$ cat src/rtl/ofmap_tx_pkg.sv
// Shared NPU definitions for the output-feature-map transmitter:
// FSM state encoding, INT8 saturation limits and control field widths.
package ofmap_tx_pkg;

  typedef enum logic [1:0] {
    IDLE  = 2'd0,
    RUN   = 2'd1,
    FLUSH = 2'd2,
    DONE  = 2'd3
  } state_t;

  localparam int INT8_MIN = -128;
  localparam int INT8_MAX = 127;

  localparam int unsigned CNT_W   = 16;
  localparam int unsigned SHIFT_W = 5;

endpackage

$ cat src/rtl/ofmap_fifo.sv
// Synchronous beat buffer; head is forced to zero while empty so the
// AXI-Stream payload reads 0 whenever no beat is pending.
module ofmap_fifo #(
  parameter int unsigned WIDTH = 37,
  parameter int unsigned DEPTH = 4
) (
  input  logic             clk,
  input  logic             reset,
  input  logic             push,
  input  logic [WIDTH-1:0] din,
  input  logic             pop,
  output logic [WIDTH-1:0] dout,
  output logic             full,
  output logic             empty
);

  localparam int unsigned PTR_W = (DEPTH > 1) ? $clog2(DEPTH) : 1;
  localparam int unsigned CNT_W = $clog2(DEPTH + 1);

  logic [WIDTH-1:0] mem [DEPTH];
  logic [PTR_W-1:0] wr_ptr;
  logic [PTR_W-1:0] rd_ptr;
  logic [CNT_W-1:0] count;
  logic             do_push;
  logic             do_pop;

  // Pointer increment that wraps at DEPTH even when DEPTH is not a power of two
  function automatic logic [PTR_W-1:0] wrap_inc(input logic [PTR_W-1:0] p);
    return (p == PTR_W'(DEPTH - 1)) ? '0 : p + PTR_W'(1);
  endfunction

  assign full    = (count == CNT_W'(DEPTH));
  assign empty   = (count == '0);
  assign do_push = push && !full;
  assign do_pop  = pop && !empty;
  assign dout    = empty ? '0 : mem[rd_ptr];

  always_ff @(posedge clk or posedge reset) begin
    if (reset) begin
      wr_ptr <= '0;
      rd_ptr <= '0;
      count  <= '0;
    end else begin
      if (do_push) wr_ptr <= wrap_inc(wr_ptr);
      if (do_pop)  rd_ptr <= wrap_inc(rd_ptr);
      case ({do_push, do_pop})
        2'b10:   count <= count + CNT_W'(1);
        2'b01:   count <= count - CNT_W'(1);
        default: count <= count;
      endcase
    end
  end

  always_ff @(posedge clk) begin
    if (do_push) mem[wr_ptr] <= din;
  end

endmodule

$ cat src/rtl/ofmap_tx.sv
// Requantizes signed psums to saturated int8, packs PACK lanes per beat and
// streams the beats out over AXI-Stream through a small FIFO.
module ofmap_tx
  import ofmap_tx_pkg::*;
#(
  parameter int unsigned PSUM_BW    = 32,
  parameter int unsigned OUT_BW     = 8,
  parameter int unsigned PACK       = 4,
  parameter int unsigned FIFO_DEPTH = 4
) (
  input  logic                   clk,
  input  logic                   reset,
  input  logic                   start,
  input  logic [CNT_W-1:0]       total_cnt,
  input  logic [SHIFT_W-1:0]     shift,
  input  logic                   psum_valid,
  input  logic [PSUM_BW-1:0]     psum,
  output logic                   psum_ready,
  output logic [PACK*OUT_BW-1:0] m_axis_tdata,
  output logic [PACK-1:0]        m_axis_tkeep,
  output logic                   m_axis_tlast,
  output logic                   m_axis_tvalid,
  input  logic                   m_axis_tready,
  output logic                   busy,
  output logic                   done
);

  localparam int unsigned DATA_W  = PACK * OUT_BW;
  localparam int unsigned ENTRY_W = DATA_W + PACK + 1;
  localparam int unsigned LANE_W  = (PACK > 1) ? $clog2(PACK) : 1;

  localparam logic signed [PSUM_BW:0] SAT_MAX = (PSUM_BW + 1)'(INT8_MAX);
  localparam logic signed [PSUM_BW:0] SAT_MIN = (PSUM_BW + 1)'(INT8_MIN);

  state_t                   state;
  state_t                   state_nx;
  logic [CNT_W-1:0]         total_q;
  logic [SHIFT_W-1:0]       shift_q;
  logic [CNT_W-1:0]         elem_cnt;
  logic [LANE_W-1:0]        lane;
  logic [DATA_W-1:0]        beat_data;
  logic [PACK-1:0]          beat_keep;
  logic [DATA_W-1:0]        data_nx;
  logic [PACK-1:0]          keep_nx;
  logic                     accept;
  logic                     last_elem;
  logic                     beat_end;
  logic signed [PSUM_BW:0]  rnd;
  logic signed [PSUM_BW:0]  sum;
  logic signed [PSUM_BW:0]  shr;
  logic [OUT_BW-1:0]        q;
  logic                     fifo_full;
  logic                     fifo_empty;
  logic [ENTRY_W-1:0]       fifo_din;
  logic [ENTRY_W-1:0]       fifo_dout;

  assign psum_ready = (state == RUN) && !fifo_full;
  assign accept     = psum_valid && psum_ready;
  assign last_elem  = (elem_cnt == total_q - CNT_W'(1));
  assign beat_end   = last_elem || (lane == LANE_W'(PACK - 1));

  always_ff @(posedge clk or posedge reset) begin
    if (reset) begin
      state <= IDLE;
      busy  <= 1'b0;
      done  <= 1'b0;
    end else begin
      state <= state_nx;
      busy  <= (state_nx != IDLE);
      done  <= (state_nx == DONE);
    end
  end

  always_comb begin
    state_nx = state;
    unique case (state)
      IDLE:    if (start) state_nx = (total_cnt == '0) ? DONE : RUN;
      RUN:     if (accept && last_elem) state_nx = FLUSH;
      FLUSH:   if (fifo_empty) state_nx = DONE;
      DONE:    state_nx = IDLE;
      default: state_nx = IDLE;
    endcase
  end

  // Round-half-up requantization in one extra bit, then clamp to int8
  always_comb begin
    rnd = '0;
    if (shift_q != '0) rnd = (PSUM_BW + 1)'(1) << (shift_q - SHIFT_W'(1));
    sum = $signed({psum[PSUM_BW-1], psum}) + rnd;
    shr = sum >>> shift_q;
    if (shr > SAT_MAX)      q = OUT_BW'(INT8_MAX);
    else if (shr < SAT_MIN) q = OUT_BW'(INT8_MIN);
    else                    q = OUT_BW'(shr);
  end

  always_comb begin
    data_nx = beat_data;
    keep_nx = beat_keep;
    for (int i = 0; i < PACK; i++) begin
      if (lane == LANE_W'(i)) begin
        data_nx[i*OUT_BW +: OUT_BW] = q;
        keep_nx[i]                  = 1'b1;
      end
    end
  end

  // Beat accumulator is cleared after every push so partial beats zero-fill
  always_ff @(posedge clk or posedge reset) begin
    if (reset) begin
      total_q   <= '0;
      shift_q   <= '0;
      elem_cnt  <= '0;
      lane      <= '0;
      beat_data <= '0;
      beat_keep <= '0;
    end else if (state == IDLE && start) begin
      total_q   <= total_cnt;
      shift_q   <= shift;
      elem_cnt  <= '0;
      lane      <= '0;
      beat_data <= '0;
      beat_keep <= '0;
    end else if (accept) begin
      elem_cnt <= elem_cnt + CNT_W'(1);
      if (beat_end) begin
        lane      <= '0;
        beat_data <= '0;
        beat_keep <= '0;
      end else begin
        lane      <= lane + LANE_W'(1);
        beat_data <= data_nx;
        beat_keep <= keep_nx;
      end
    end
  end

  assign fifo_din = {last_elem, keep_nx, data_nx};

  ofmap_fifo #(
    .WIDTH (ENTRY_W),
    .DEPTH (FIFO_DEPTH)
  ) u_fifo (
    .clk   (clk),
    .reset (reset),
    .push  (accept && beat_end),
    .din   (fifo_din),
    .pop   (m_axis_tready),
    .dout  (fifo_dout),
    .full  (fifo_full),
    .empty (fifo_empty)
  );

  assign m_axis_tvalid = !fifo_empty;
  assign m_axis_tdata  = fifo_dout[DATA_W-1:0];
  assign m_axis_tkeep  = fifo_dout[DATA_W +: PACK];
  assign m_axis_tlast  = fifo_dout[ENTRY_W-1];

endmodule

$ cat config.mk
export PLATFORM = sky130hd
export DESIGN_NAME = ofmap_tx
export DESIGN_NICKNAME = d
export VERILOG_FILES = /design/src/rtl/ofmap_tx_pkg.sv /design/src/rtl/ofmap_fifo.sv /design/src/rtl/ofmap_tx.sv
export SDC_FILE = /design/constraint.sdc
export NUM_CORES = 1
export LEC_CHECK = 0
export CORE_ASPECT_RATIO = 0.8
export CORE_UTILIZATION = 60
export DETAILED_ROUTE_END_ITERATION = 6
export HOLD_SLACK_MARGIN = 0.05
export PLACE_DENSITY_LB_ADDON = 0.15
export REMOVE_ABC_BUFFERS = 1
export SLEW_MARGIN = 30
export SYNTH_ARGS = -nofsm -noshare
export SYNTH_HDL_FRONTEND = slang
export SYNTH_SLANG_ARGS = --single-unit
$ cat constraint.sdc
create_clock -name clk -period 15.4 [get_ports clk]
set_input_delay 2.31 -clock clk [delete_from_list [all_inputs] [get_ports clk]]
set_output_delay 2.31 -clock clk [all_outputs]
set_load 0.01 [all_outputs]
; ---- Yosys cells after proc, flatten, opt, wreduce, memory -nomap -nowiden
; Memories as Yosys holds them, arrays and structs flattened.
; Cells that the tools add are included.
[op_classes]
add_sub_neg = 9
order_cmp = 2
n_eq_ne = 13
shift = 2
mux = 33
n_reduce_logical = 18
[op_table]
columns = op, count
row1 = 32-bit 2-to-1 mux, 3
row2 = 8-bit 2-to-1 mux, 6
row3 = 37-bit 2-to-1 mux, 1
row4 = 32-bit by 33-bit adder with 33-bit output, 1
row5 = "33-bit by 8-bit greater-than comparator with 1-bit output, second input constant", 1
row6 = "33-bit by 8-bit less-than comparator with 1-bit output, second input constant", 1
row7 = 33-bit 2-to-1 mux, 1
row8 = "1-bit by 5-bit << shifter with 33-bit output, first input constant", 1
row9 = 33-bit by 5-bit >>> shifter with 33-bit output, 1
row10 = 16-bit 2-to-1 mux, 2
row11 = 2-bit 2-to-1 mux, 9
row12 = "16-bit by 1-bit adder with 16-bit output, second input constant", 1
row13 = 16-bit equality test, 1
row14 = "2-bit equality test, second input constant", 8
row15 = 16-bit zero test, 1
row16 = "16-bit by 1-bit subtractor with 16-bit output, second input constant", 1
row17 = 4-bit 2-to-1 mux, 3
row18 = 2-bit one-hot mux with 4 select lines, 1
row19 = 1-bit logical AND, 7
row20 = "2-bit by 1-bit adder with 2-bit output, second input constant", 3
row21 = "2-bit by 1-bit equality test with 1-bit output, second input constant", 3
row22 = 1-bit 2-to-1 mux, 6
row23 = 3-bit one-hot mux with 2 select lines, 1
row24 = 2-bit nonzero test, 3
row25 = other kinds (9), 11
[totals]
reg_bits = 86
mem_bits_rw = 148
in_bits = 58
output_inout_bits = 41
elab_cells = 90
n_memories = 1
[memory_table]
columns = memory, words, word_bits, read_ports, rd_ports_with_merged_regs, write_ports, line_no
row1 = u_fifo.mem, 4, 37, 1, 0, 1, ofmap_fifo.sv:20  ; logic [WIDTH-1:0] mem [DEPTH];

; ---- Logic depth before layout (Yosys ltp)
[logic_depth]
depth_word = 12
ltp_mapped = 23
mapped_depth_nobuf = 19

; ---- Hierarchy
; A second synthesis with hierarchy kept.
[unflattened]
hier_cells = 1537
hier_area_um2 = 15563.7
[modules_own_cells]
columns = module, n_inst, cells_per_inst, area_per_inst_um2, seq_area_each_um2
row1 = ofmap_tx, 1, 1263, 9541.7, 1976.9
row2 = ofmap_fifo, 1, 274, 6022.0, 4619.4

; ---- Worst setup path before layout
; No wires, ideal clock.
[synth_path]
kind = in2reg
startpoint = input port psum[0]
endpoint = memory u_fifo.mem[0][0], data pin
setup_ps = 179
arrival_ps = 6063
required_time_ps = 15221
path_slack_ps = 9157
stages = 17
n_path_buf = 1
cell_sequence = ha_1 -> inv_1 -> fa_1 -> nand2b_1 -> a21oi_1 -> o21ai_1 -> a21boi_2 -> mux2i_1 -> nand3_1 -> and3_1 -> a2111o_1 -> a32oi_1 -> nand4_1 -> o31ai_1 -> clkbuf_1 -> nand3_1 -> a21oi_1
[synth_via]
elab_chain_cells = 6
elab_cells_between_ends = 7
classes_between = add/sub: 1 / order compare: 2 / shift: 1 / mux: 3
[synth_lines]
columns = item, line_no
row1 = from (decl), ofmap_tx.sv:17  ; input logic [PSUM_BW-1:0] psum,
row2 = 32-bit by 33-bit adder with 33-bit output (*), ofmap_tx.sv:89  ; sum = $signed({psum[PSUM_BW-1], psum}) + rnd;
row3 = 33-bit by 5-bit >>> shifter with 33-bit output (*), ofmap_tx.sv:90  ; shr = sum >>> shift_q;
row4 = 33-bit by 8-bit less-than comparator with 1-bit output, ofmap_tx.sv:92  ; else if (shr < SAT_MIN) q = OUT_BW'(INT8_MIN);
row5 = 8-bit 2-to-1 mux, ofmap_tx.sv:92
row6 = 8-bit 2-to-1 mux (*), ofmap_tx.sv:91  ; if (shr > SAT_MAX) q = OUT_BW'(INT8_MAX);
row7 = 8-bit 2-to-1 mux (*), ofmap_tx.sv:100  ; if (lane == LANE_W'(i)) begin
row8 = named net data_nx[0], ofmap_tx.sv:43  ; logic [DATA_W-1:0] data_nx;
row9 = to (decl), ofmap_fifo.sv:20
; Mark *: on every way through the listed nets, which the timed path passes. The rest lies on a longest branch.

; ---- Final worst setup path
[layout_path]
startpoint = register shift_q[1]
endpoint = register beat_data[3]
[layout_via]
elab_chain_cells = 12
elab_cells_between_ends = 14
classes_between = add/sub: 2 / order compare: 2 / shift: 2 / mux: 7 / reduce/logical: 1
[layout_lines]
columns = item, line_no
row1 = from (decl), ofmap_tx.sv:38  ; logic [SHIFT_W-1:0] shift_q;
row2 = from (signal assigned), ofmap_tx.sv:118  ; shift_q <= shift;
row3 = 5-bit by 1-bit subtractor with 5-bit output, ofmap_tx.sv:88  ; if (shift_q != '0) rnd = (PSUM_BW + 1)'(1) << (shift_q - SHIFT_W'(1));
row4 = 1-bit by 5-bit << shifter with 33-bit output, ofmap_tx.sv:88
row5 = 33-bit 2-to-1 mux, ofmap_tx.sv:88
row6 = 32-bit by 33-bit adder with 33-bit output, ofmap_tx.sv:89
row7 = 33-bit by 5-bit >>> shifter with 33-bit output (*), ofmap_tx.sv:90
row8 = 33-bit by 8-bit less-than comparator with 1-bit output, ofmap_tx.sv:92
row9 = 8-bit 2-to-1 mux, ofmap_tx.sv:92
row10 = 8-bit 2-to-1 mux (*), ofmap_tx.sv:91
row11 = 8-bit 2-to-1 mux (*), ofmap_tx.sv:100
row12 = 32-bit 2-to-1 mux (*), ofmap_tx.sv:125  ; if (beat_end) begin
row13 = 32-bit 2-to-1 mux (*), ofmap_tx.sv:123  ; end else if (accept) begin
row14 = 32-bit 2-to-1 mux (*), ofmap_tx.sv:116  ; end else if (state == IDLE && start) begin
row15 = to (signal assigned), ofmap_tx.sv:131  ; beat_data <= data_nx;
row16 = to (decl), ofmap_tx.sv:41  ; logic [DATA_W-1:0] beat_data;
; Every way passes the cells marked *; elsewhere a longest branch is shown, timed or not. The select of a mux whose other input is x is not followed.
; A chain may end at the register's enable or synchronous reset.

==> results.cfg <==
[run_status]
outcome = complete, no violations

[layout]
final_cells = 1916
antennaDiodeCount = 0
nets = 1684
mostFrequentLayoutCells = nor2_1 (168), edfxtp_1 (148), nand2_1 (120)
area_growth_pct = 13.4
drive_gt1_frac = 0.104
layout_commonest_cell = nor2_1

[yosys]
netlist.area_leader.share = 0.290
synth_cells = 1525
synth_edf_count = 148
synth_fa_ha_area_frac = 0.0386
synth_cell_types = 89
synth_compound_area_frac = 0.183
synth_xor_area_frac = 0.0355
yosys_most_used_dff = edfxtp_1
ys_warn_count = 0
yosysSeqAreaShare = 0.431
synthSimpleGateAreaFrac = 0.183
syn_area_sq_um = 15300
synth_mux_area_frac = 0.0956
synth_top_family_by_area = simple AND/OR/NAND/NOR gates
synth_area_leaders = edfxtp_1 (29%), dfrtp_1 (14%), mux4_2 (6.5%), nor2_1 (4.1%), ha_1 (3.6%)
yosysTopAreaCell = edfxtp_1
ys_seq_elements = 234
postSynthAreaPerCell_sq_um = 10.0
synth-async-reset-ratio = 0.368

[clock_network]
clkSinkCount = 234
hold_buffers = 0
cts_root_buf = clkbuf_16
htreeDepth = 1
cts_tree = built
path_clk_slew_ns = 0.06
cts_resized = 0
clk_latency_ns = 0.53
post-cts-setup-buffers = 0
ctsLongestPathBuffers = 3
numCtsBuffers = 24

[routing]
drt_pre_antenna_iters = 6
ant_nets = 0
via_per_inst = 6.81
wirelength_mm = 44.2
drtIter0Drc = 1730
vias = 13100
drc = 0
wl_per_cell_um = 23.1

[sta]
hold_viol_final = 0
rsz0062_at_grt = no
fin_crit_sh = 0.537
setup_viol = 0
tightest_slew_ns = 0.880
slew_violations = 0
finalSetupTns_ns = 0
period_needed_ns = 8.27
skew_ns = 0.0292
setup_ws_ns = 7.13
clock.fmax_mhz = 121
slew_headroom = 0.412

[setup_path]
path_depth = 21
reg2reg_slack_ns = 7.13
slowest_stage = o311ai_2
critPathMaxFanout = 42
path_delay_family = compound AO/OA/AOI/OAI gates
critPathLaunch = shift_q[1]
worstPathCellList = buf_4, clkinv_1, buf_4, nand2_1, nor3_1, ha_1, inv_1, fa_1, nand2b_1, a21oi_1, o21ai_1, a21boi_2, mux2i_1, nand2_1, a2111oi_0, o21ai_0, a211oi_1, nand4_1, o311ai_2, nand2_1, o311ai_1
rr_startpoint = shift_q[1]
rr_endpoint = beat_data[3]
critical_path_class = reg -> reg
max_stage_delay_ns = 0.78
arrival_ns = 8.66
r2r_cells = 21
crit_path_end_kind = flop
crit_top_cell = nand2_1
worstSetupEndpoint = beat_data[3]
startpoint_type = flop
path_buf_inv = 4
cp.required_ns = 15.79

[die]
die_x_um = 181
dieArea_sq_um = 26200
fp.dieH_um = 145
core_sq_um = 24700
num_io_pins = 99
start_util = 0.620
rows = 51

[grt]
antenna_found_initial = 0
grt_pass1_wl_mm = 68.9
overflow = 0
grt_pass1_vias = 12200
grt_usage = 0.338
grt_max_degree = 51

[flow_run]
cap_violations = 0

[pwr]
power.leakage_nw = 6.49
vdd_ir_drop_max_mv = 0.156
power_density_nw_per_um2 = 207

[placement]
portBuffers = 98
gp_congestion = 0.969
place_ws_ns = 6.96
dp.cells = 1872
dp_hpwl_mm = 31.2

[worst_hold_path]
hp-start = beat_data[25]
hp-class = reg -> reg
## final cells by class
| class | instances | area (sq um) |
|---|---|---|
| clock buffer | 29 | 619 |
| tap | 318 | 398 |
| sequential | 234 | 6600 |
| fill | 1870 | 7340 |
| timing repair buffer | 114 | 1100 |
| multi-input combinational | 1158 | 8220 |
| clock inverter | 15 | 241 |
| inverter | 48 | 181 |
## flip-flops by register name (all words and copies together), names as in the netlist, 2 cells and up
name,count
beat_keep,4
u_fifo.wr_ptr,2
lane,2
shift_q,5
elem_cnt,16
total_q,16
u_fifo.mem,148
state,2
beat_data,32
u_fifo.rd_ptr,2
u_fifo.count,3
## worst reg2reg max path: stages, from the launching register on
cell       delay [ns]
dfrtp_1          0.36
buf_4            0.27
clkinv_1         0.19
buf_4            0.39
nand2_1          0.59
nor3_1           0.39
ha_1             0.25
inv_1            0.06
fa_1             0.40
nand2b_1         0.20
a21oi_1          0.39
o21ai_1          0.27
a21boi_2         0.32
mux2i_1          0.60
nand2_1          0.24
a2111oi_0        0.38
o21ai_0          0.16
a211oi_1         0.47
nand4_1          0.19
o311ai_2         0.78
nand2_1          0.69
o311ai_1         0.53
## per-layer routing
layer  wire, um  share of wire  GRT usage
met1      19900           0.45      0.520
met2      19100           0.43      0.508
met3       4610           0.10     0.0516
met4        586          0.013     0.0657
met5          0              0          0
## report_power, final
part | switching, mW | internal [mW]
Sequential | 0.0848 | 0.846
Clock | 0.242 | 0.390
Combinational | 1.27 | 0.762
Total | 1.60 | 2.00
## Yosys cell counts, types with 20 or more instances
library cell and number:
a211oi_1 20, a21oi_1 98, and2_1 55, clkbuf_1 52, dfrtp_1 86, edfxtp_1 148, ha_1 44, inv_1 46
mux2_2 25, mux4_2 44, nand2_1 120, nand2b_1 25, nand3_1 60, nand4_1 25, nor2_1 168, nor3_1 31
nor4_1 21, o211ai_1 20, o21ai_0 44, xnor2_1 33, xor2_1 29
## logic make-up after synthesis
kind of cell / count (synthesis)
muxes: 88
xor gates and xnor gates: 62
adders and majority gates: 46
AOI/OAI and AO/OA: 394
and+or+nand+nor: 567
buffers and inverters: 133
DFF: 234
other: 1
## how the worst min path moves through the flow
stage,cells past startpoint,to
2_1_floorplan,2,beat_data[25]
3_3_place_gp,2,beat_data[25]
3_5_place_dp,2,beat_data[25]
4_1_cts,2,beat_data[25]
5_1_grt,1,u_fifo.count[2]
6_report,2,beat_data[25]
## stage by stage
stage,hold slack [ns],utilization,power [mW],area [sq um]
after global routing,0.515,0.703,3.78,17400
after floorplan,0.460,-,2.23,15000
after CTS,0.497,0.703,3.55,17400
after global placement,0.474,0.667,2.87,16500
after detailed placement,0.478,0.668,2.90,16500
final,0.498,0.703,3.60,17400
Power figures use the tool's default switching activity.
